===== config.mk =====
export PLATFORM = sky130hd
export DESIGN_NAME = chop
export DESIGN_NICKNAME = d
export VERILOG_FILES = /design/src/rtl/chop_pkg.sv /design/src/rtl/chop_cnt.sv /design/src/rtl/chop.sv
export SDC_FILE = /design/constraint.sdc
export NUM_CORES = 1
export LEC_CHECK = 0
export ABC_AREA = 1
export CORE_MARGIN = 3
export CORE_UTILIZATION = 45
export DETAILED_ROUTE_END_ITERATION = 7
export GPL_TIMING_DRIVEN = 1
export PLACE_DENSITY = 0.77
export SETUP_SLACK_MARGIN = 0.4
export SKIP_CTS_REPAIR_TIMING = 1
export SYNTH_ARGS = -nofsm -noshare
export SYNTH_HDL_FRONTEND = slang
export SYNTH_SLANG_ARGS = --single-unit

===== constraint.sdc =====
create_clock -name clk -period 3.1 [get_ports clk]
set_input_delay 0.31 -clock clk [delete_from_list [all_inputs] [get_ports clk]]
set_output_delay 0.31 -clock clk [all_outputs]
set_load 0.03 [all_outputs]

===== src/rtl/chop_pkg.sv =====
// Shared types and helpers for the chop block: din/dout item layouts and the
// effective chunk-size rule (a chunk size of zero behaves as one).
package chop_pkg;

  localparam int DEF_TDIN    = 16;
  localparam int DEF_DIN_LVL = 1;
  localparam int DEF_CNT_W   = 16;

  typedef struct packed {
    logic [DEF_DIN_LVL-1:0] eot;
    logic [DEF_TDIN-1:0]    data;
  } din_t;

  typedef struct packed {
    logic [DEF_DIN_LVL:0] eot;
    logic [DEF_TDIN-1:0]  data;
  } dout_t;

  // Chunk sizes wider than 32 bits are not supported by this helper.
  function automatic int unsigned neff(input int unsigned n);
    return (n == 0) ? 1 : n;
  endfunction

endpackage


===== src/rtl/chop_cnt.sv =====
// Item-within-chunk counter with chunk-end detect; advances only when an item
// is accepted downstream and restarts after every chunk end.
module chop_cnt
  import chop_pkg::*;
#(
  parameter int CNT_W = DEF_CNT_W
) (
  input  logic             clk,
  input  logic             rst,
  input  logic             inc,
  input  logic [CNT_W-1:0] n,
  input  logic             last_in,
  output logic [CNT_W-1:0] cnt,
  output logic             chunk_end
);

  logic [CNT_W-1:0] cnt_q, cnt_d;
  logic [CNT_W-1:0] last_idx;

  always_comb begin
    last_idx  = CNT_W'(neff(32'(n)) - 1);
    chunk_end = last_in | (cnt_q == last_idx);
    cnt_d     = cnt_q;
    if (inc) begin
      cnt_d = chunk_end ? '0 : cnt_q + CNT_W'(1);
    end
  end

  always_ff @(posedge clk or posedge rst) begin
    if (rst) begin
      cnt_q <= '0;
    end else begin
      cnt_q <= cnt_d;
    end
  end

  assign cnt = cnt_q;

endmodule


===== src/rtl/chop.sv =====
// Adds one eot level below the din levels by cutting each innermost transaction
// into chunks of cfg items; fully combinational datapath, zero latency.
module chop
  import chop_pkg::*;
#(
  parameter int TDIN    = DEF_TDIN,
  parameter int DIN_LVL = DEF_DIN_LVL,
  parameter int CNT_W   = DEF_CNT_W
) (
  input  logic                      clk,
  input  logic                      rst,
  input  logic                      din_vld_i,
  input  logic [DIN_LVL+TDIN-1:0]   din_dat_i,
  output logic                      din_rdy_o,
  input  logic                      cfg_vld_i,
  input  logic [CNT_W-1:0]          cfg_dat_i,
  output logic                      cfg_rdy_o,
  output logic                      dout_vld_o,
  output logic [DIN_LVL+TDIN:0]     dout_dat_o,
  input  logic                      dout_rdy_i
);

  logic             dout_hs;
  logic             last_in;
  logic             chunk_end;
  logic [CNT_W-1:0] cnt_unused;

  assign last_in = din_dat_i[TDIN];

  // dout valid never looks at dout ready, so no ready->valid loop exists.
  assign dout_vld_o = din_vld_i & cfg_vld_i;
  assign din_rdy_o  = dout_rdy_i & cfg_vld_i;
  assign dout_hs    = dout_vld_o & dout_rdy_i;
  assign cfg_rdy_o  = dout_hs & last_in;

  assign dout_dat_o = {din_dat_i[DIN_LVL+TDIN-1:TDIN], chunk_end, din_dat_i[TDIN-1:0]};

  chop_cnt #(
    .CNT_W(CNT_W)
  ) u_cnt (
    .clk      (clk),
    .rst      (rst),
    .inc      (dout_hs),
    .n        (cfg_dat_i),
    .last_in  (last_in),
    .cnt      (cnt_unused),
    .chunk_end(chunk_end)
  );

endmodule


Word level (Yosys, flattened, before mapping)
Index checks and enable logic that the tools add are counted.
- register bits after elaboration: 16
- output and inout port bits: 21
- input port bits: 38
- equal/unequal tests: 1
- bitwise gates (word level): 5
- $add $sub $neg: 2
- multiplexer cells: 2
- reductions and logical operators: 1
- operator list (kind ; number):
    16-bit two-way mux ; 2
    16-bit by 1-bit adder with 16-bit output, second input constant ; 1
    16-bit == test ; 1
    16-bit logical NOT ; 1
    16-bit by 1-bit subtractor with 16-bit output, second input constant ; 1
    1-bit bitwise AND ; 4
    1-bit bitwise OR ; 1

Longest topological paths before layout
Gate-level depths: netlist of the first run.
- depth after elaboration: 6
- mapped depth: 22
- depth with buffers taken out: 20

Modules after synthesis
From an unflattened synthesis of the first run, not the netlist that was laid out.
- cell total of the unflattened synthesis: 249
- area, all modules: 1741.7 um^2
- modules (own cells, without submodules) (module ; cells each ; instances ; area each (um^2) ; seq. area each (um^2)):
    chop_cnt ; 223 ; 1 ; 1567.8 ; 400.4
    chop ; 26 ; 1 ; 173.9 ; 0.0

Least setup slack after synthesis of the first run
No wires, ideal clock.
- kind: input port to output port
- start point: input port cfg_dat_i[4]
- end point: output port dout_dat_o[16]
- stages on the path: 18
- arrival: 2.291 ns
- required time: 2.790 ns
- buffers on the path: 3
- slack: 0.499 ns
- cells stage by stage: nor2_1 nand2_1 nor2_2 nand2_2 buf_6 nand2_4 inv_2 ha_1 nand2_1 nor2_2 xor2_1 xor2_1 nand2_1 nor2_2 nand3_2 nand2_4 buf_12 buf_4
- cells in the longest elaborated chain, start to end: 5
- ends and longest elaborated chain (item ; line ; source):
    start: declaration ; chop.sv:16 ; input logic [CNT_W-1:0] cfg_dat_i,
    16-bit logical NOT ; chop_pkg.sv:21 ; return (n == 0) ? 1 : n;
    16-bit two-way mux * ; chop_pkg.sv:21 ;
    16-bit by 1-bit subtractor with 16-bit output * ; chop_cnt.sv:21 ; last_idx = CNT_W'(neff(32'(n)) - 1);
    16-bit == test * ; chop_cnt.sv:22 ; chunk_end = last_in | (cnt_q == last_idx);
    1-bit bitwise OR * ; chop_cnt.sv:22 ;
    end: declaration ; chop.sv:19 ; output logic [DIN_LVL+TDIN:0] dout_dat_o,
Every way passes the cells marked *; elsewhere a longest branch is shown, timed or not.

Final worst setup path of the first run
- start point: input port cfg_dat_i[3]
- end point: output port dout_dat_o[16]
Same word-level chain as after synthesis.

==> impl_metrics.csv, run 1 <==
group,metric,value,unit
timing,min_period_over_period,83.4,%
timing,period_minus_slack,2.59,ns
synthesis,synthFlopType,"dfrtp_1",
timing,rsz0062_at_grt,"false",
setup_path,slowest_delay,0.17,ns
detailed_routing,vias,1616,
layout,layout_commonest_cell,"nand2_1",
layout,n_antenna_cell,0,
detailed_routing,avgRoutedWirePerCell,12.1,um
global_route,top_usage_layer,"met2",
layout,final_cell_mix,"nand2_1, inv_1, nor2_1",
setup_path,cp.depth,20,
setup_path,r2r_slack,1.29,ns
detailed_routing,dr.pass1.iters,4,
pwr,leakage,0.00112,uW
placement,routabilityCongestion,0.884,
layout,regArea,400,um^2
layout,n_fill_cell,340,
placement,portBuffers,26,
placement,dp_cells,328,
flow_run,cap_violations,0,
global_route,use_met1,24.2,%
placement,dpl.hpwl,3200,um
global_route,antenna_found_initial,0,
timing,fmax,387,MHz
setup_path,worst_setup_path_start_kind,"input pin",
global_route,use_met3,2.43,%
placement,post-place-ws,0.0968,ns
setup_path,cpMostUsedCell,"nand2_1",
detailed_routing,drt_wl_total,4070,um
worst_hold_path,min_path_type,"input pin to asynchronous set/reset pin",
clock_tree,cts-htree-levels,1,
die,dieHeight,68.7,um
setup_path,r2r_start,"u_cnt.cnt[1]",
setup_path,cp-endpoint,"dout_dat_o[16]",
clock_tree,clk_latency,0.24,ns
timing,timing_hold_violations_final,0,
layout,largest_reg_flops,16,
clock_tree,cts_buffers,3,
timing,worstMarginPinSlew,0.626,ns
global_route,grt_max_degree,17,
setup_path,cp.required,2.79,ns
synthesis,synth_fp_nets,299,
die,pin_count,59,
detailed_routing,drc,0,
timing,setup_ws,0.513,ns
synthesis,ys_warn_count,0,
detailed_routing,drt_iter0_drc,106,
setup_path,endpoint_kind,"output pin",
timing,slew_viol_final,0,
die,initial_core_util,47.6,%
detailed_routing,ant_nets,0,
run_status,outcome,"finished clean",
layout,syn_to_final_growth,26.0,%
die,dieArea,0.00472,mm^2
setup_path,arrival,2.28,ns
setup_path,r2r_cells,10,
synthesis,yosysUniqueCellTypes,29,
layout,drive_gt1_share,23.3,%
synthesis,synthCells,259,
timing,clock_skew,0.00382,ns
detailed_routing,viasPerCell,4.81,
setup_path,crit_type,"input pin to output pin",
timing,finalSetupViolations,0,
global_route,grt_pass1_wl,6380,um
die,num_rows,22,
synthesis,synth_edf_count,0,
setup_path,critPathSlowestCell,"dlymetal6s2s_1",
timing,slew-limit-headroom,58.2,%
timing,finalSetupTns,0,ns
setup_path,crit_family,"simple AND/OR/NAND/NOR gates",
setup_path,path_buf_inv,5,
synthesis,yosysSeqAreaShare,22.6,%
global_route,grt_usage,17.8,%
setup_path,startpoint,"cfg_dat_i[3]",
pwr,vdd_ir_drop_max,0.000270,V
clock_tree,clk_pin_slew,0.06,ns
global_route,first_global_vias,1462,
layout,multi_input_area,0.00111,mm^2
die,core-area,0.00372,mm^2
die,dieWidth,68.7,um
setup_path,path_max_fanout,4,
timing,timing.hold.ws,0.441,ns
synthesis,syn_area,0.00177,mm^2
setup_path,worst_r2r_endpoint,"u_cnt.cnt[14]",
synthesis,avgSynthCellArea,6.83,um^2
global_route,grtUsageMet2,29.4,%
layout,layout.cells.non_filler,336,
clock_tree,root_buffer,"clkbuf_8",
synthesis,async_flop_share,100,%
synthesis,ys_seq_elements,16,
global_route,overflow,0,
pwr,power_density,267,mW/mm^2
clock_tree,cts.sinks,16,
clock_tree,cts_tree,"done",
setup_path,path_cells,"dlymetal6s2s_1 -> nor2_4 -> nand2_1 -> nor2_2 -> nand2_2 -> nand2_4 -> inv_2 -> ha_4 -> nand2_4 -> inv_1 -> nand3_1 -> nand2_1 -> nand2_1 -> nand2_1 -> inv_1 -> nand3_1 -> nor2_2 -> nand3_2 -> nand2_4 -> buf_6",
clock_tree,clk_path_buf_depth,2,
layout,nets,329,
-- routing by layer --
| layer | vias to the layer above | part of all wire, % |
|---|---|---|
| li1 | 840 | - |
| met1 | 726 | 46 |
| met2 | 44 | 46 |
| met3 | 6 | 5.5 |
| met4 | 0 | 1.7 |
| met5 | - | 0 |
-- through the flow --
stage / power [uW] / utilization, % / cell area (um^2)
6_report: 594 / 59.9 / 2230
5_1_grt: 627 / 59.9 / 2230
4_1_cts: 590 / 56.3 / 2090
3_5_place_dp: 406 / 54.8 / 2040
3_3_place_gp: 403 / 54.8 / 2040
2_1_floorplan: 374 / - / 1770
-- synthesized netlist by cell type, types with 2 or more instances --
cell type,number,area [um^2]
nand2_1,53,199
xor2_1,20,175
a21oi_2,11,96.3
nor2_2,6,37.5
nand3_1,21,105
buf_4,18,135
dfrtp_1,16,400
nor2_1,32,120
o21ai_0,3,15.0
inv_2,2,7.51
inv_1,39,146
nand2_2,4,25.0
ha_1,2,25.0
nand4_1,5,31.3
xnor2_1,5,43.8
nor3_1,3,15.0
nand2_4,2,22.5
a21oi_1,6,30.0
-- how the worst min path moves through the flow --
stage,slack [ns],cells after the start,start,endpoint
floorplan,0.22,1,rst,u_cnt.cnt[0]
global placement,0.56,2,u_cnt.cnt[1],u_cnt.cnt[1]
detailed placement,0.57,2,u_cnt.cnt[0],u_cnt.cnt[0]
CTS,0.46,2,rst,u_cnt.cnt[2]
global route,0.51,2,rst,u_cnt.cnt[2]
finish,0.44,2,rst,u_cnt.cnt[2]
-- power by group --
part | switching [uW] | internal [uW] | total [uW]
registers | 13.8 | 220 | 234
logic | 95.5 | 83.5 | 179
clock network | 69.0 | 112 | 181
-- logic make-up after synthesis --
kind of cell    count (synthesis)  share of synthesized area, %
simple gates                  131                          34.3
buf+inv                        62                          18.3
xor+xnor                       27                          15.0
compound gates                 21                          8.28
flops                          16                          22.6
fa+ha+maj                       2                          1.42
-- cell type report --
class / instances / area share, %
clock buffer: 4 / 2.47
inverter: 41 / 6.91
multi-input combinational: 181 / 49.7
sequential: 16 / 18.0
tap: 48 / 2.70
timing repair buffer: 46 / 20.3
(Power assumes the default switching activity.)
==> run 2, diff against run 1 <==
- CORE_UTILIZATION: 45 -> 42
- PLACE_DENSITY: 0.77 -> 0.75
- clock period: 3.1 -> 2.3 ns (I/O delays scaled with it)
==> impl_metrics.csv, run 2 (synthesis results as in run 1) <==
group,metric,value,unit
detailed_routing,dr.pass1.iters,4,
pwr,power,831,uW
detailed_routing,drc,0,
timing,slew_viol_final,0,
timing,finalSetupViolations,0,
layout,nets,350,
layout,finalInstanceArea,0.00235,mm^2
detailed_routing,wl_met1,1870,um
pwr,pwr-share-clk,29.8,%
layout,final_cell_mix,"nand2_1, buf_4, inv_1",
global_route,first_global_vias,1705,
placement,dpl.hpwl,3380,um
timing,fmax,437,MHz
clock_tree,cts-htree-levels,1,
die,dieWidth,70.9,um
clock_tree,cts_buffers,3,
placement,post_dp_cell_area,0.00225,mm^2
clock_tree,cts_tree,"done",
placement,routabilityCongestion,0.887,
detailed_routing,vias,1706,
timing,min_period_over_period,99.6,%
layout,layout_commonest_cell,"nand2_1",
layout,syn_to_final_growth,33.1,%
clock_tree,root_buffer,"clkbuf_8",
layout,n_antenna_cell,0,
pwr,intPower,577,uW
global_route,antenna_found_initial,0,
detailed_routing,viasPerCell,4.78,
clock_tree,clk_path_buf_depth,2,
die,dieHeight,70.9,um
flow_run,cap_violations,0,
setup_path,critPathSlowestCell,"xor2_1",
pwr,vdd_ir_drop_max,0.000289,V
pwr,power_frac_comb,32.2,%
global_route,grt_usage,17.2,%
run_status,outcome,"finished clean",
detailed_routing,drt_iter0_drc,90,
placement,dp_cells,348,
detailed_routing,avgRoutedWirePerCell,11.8,um
clock_tree,clk_pin_slew,0.06,ns
layout,layout.cells.non_filler,357,
timing,period_minus_slack,2.29,ns
detailed_routing,drt_wl_total,4220,um
pwr,leakage,0.00112,uW
global_route,grt_max_degree,17,
pwr,power_density,353,mW/mm^2
pwr,switching_share,30.6,%
detailed_routing,ant_nets,0,
detailed_routing,met3WireLength,170,um
pwr,switching_power,254,uW
clock_tree,cts.sinks,16,
die,num_rows,22,
setup_path,slowest_delay,0.18,ns
die,pin_count,59,
detailed_routing,route.met2.wl,2130,um
detailed_routing,routed.top_layer,"met4",
global_route,overflow,0,
clock_tree,clk_latency,0.24,ns
timing,worstMarginPinSlew,0.632,ns
setup_path,path_max_fanout,4,
worst_hold_path,min_path_type,"input pin to asynchronous set/reset pin",
pwr,sequentialPowerShare,38.0,%
timing,timing_hold_violations_final,0,
placement,portBuffers,26,
layout,drive_gt1_share,35.9,%
global_route,grt_pass1_wl,7140,um
setup_path,worst_setup_path_start_kind,"input pin",
layout,largest_reg_flops,16,
timing,timing.hold.ws,0.371,ns
setup_path,arrival,2.06,ns
die,core-area,0.00385,mm^2
setup_path,path_cells,"buf_2 -> nor2_4 -> nand2_2 -> nor2_4 -> nand2_2 -> nand2_4 -> inv_4 -> ha_4 -> nand2_4 -> nor2_4 -> xor2_2 -> xor2_1 -> nand2_1 -> nor2_2 -> nand3_2 -> nand2_4 -> buf_6",
die,dieArea,0.00502,mm^2
timing,slew-limit-headroom,57.8,%
setup_path,cp.required,2.07,ns
setup_path,crit_type,"input pin to output pin",
die,initial_core_util,45.9,%
timing,rsz0062_at_grt,"true",
timing,clock_skew,0.00206,ns
setup_path,endpoint_kind,"output pin",
layout,fin_util,61.1,%
run 2: cell types whose count changed in the layout (fill, tap and decap cells not counted), moves of 3 or more:
cell,previous run,this run
buf_4,20,39
dlymetal6s2s_1,16,2
clkbuf_2,0,10
nor2_2,11,8
nor2_4,4,7
buf_6,1,4
run 2: layout make-up:
| class | instances | area (um^2) |
|---|---|---|
| Multi-Input combinational cell | 181 | 1150 |
| Inverter | 41 | 156 |
| Tap cell | 48 | 60.1 |
| Fill cell | 358 | 1500 |
| Timing Repair Buffer | 67 | 533 |
| Sequential cell | 16 | 400 |
| Clock buffer | 4 | 55.1 |
run 2: critical path: cells and delay by family:
family | cells | cell delay (ns)
fa+ha+maj | 1 | 0.16
xor+xnor | 2 | 0.35
simple gates | 11 | 1.00
buf+inv | 3 | 0.30
run 2: per-layer routing:
layer / global-route usage (%) / vias to the layer above
met5: 0 / -
li1: - / 892
met4: 6.47 / 0
met1: 21.1 / 778
met3: 2.13 / 6
met2: 30.5 / 30
run 2: power by group through the flow:
| stage | registers, uW | clock network [uW] | logic [uW] |
|---|---|---|---|
| after global routing | 318 | 265 | 293 |
| after floorplan | 315 | 0 | 199 |
| after CTS | 316 | 253 | 262 |
| after detailed placement | 321 | 0 | 260 |
| after global placement | 319 | 0 | 257 |
| final | 316 | 247 | 268 |
run 2: metrics by stage:
stage	worst slack, ns	TNS [ns]
2_1_floorplan	0.0523	0
3_3_place_gp	-0.317	-4.57
3_5_place_dp	-0.354	-5.21
4_1_cts	-0.366	-1.21
5_1_grt	-0.118	-0.118
6_report	0.00923	0
run 2: final timing paths:
| path | to | cells after the start | from | slack [ns] |
|---|---|---|---|---|
| worst max-delay path | dout_dat_o[16] | 17 | cfg_dat_i[11] | 0.009 |
| worst min-delay path | u_cnt.cnt[2] | 2 | rst | 0.37 |
| worst max register to register | u_cnt.cnt[14] | 10 | u_cnt.cnt[0] | 0.43 |
| worst min register to register | u_cnt.cnt[14] | 3 | u_cnt.cnt[14] | 0.59 |
| max in group asynchronous | u_cnt.cnt[6] | 2 | rst | 1.53 |
| min in group clk | dout_dat_o[0] | 0 | din_dat_i[0] | 0.46 |
==> run 3, diff against run 2 <==
- SLEW_MARGIN: unset -> 20
==> results of run 3 <==
Final layout, timing and power as in run 2 (identical DEF).
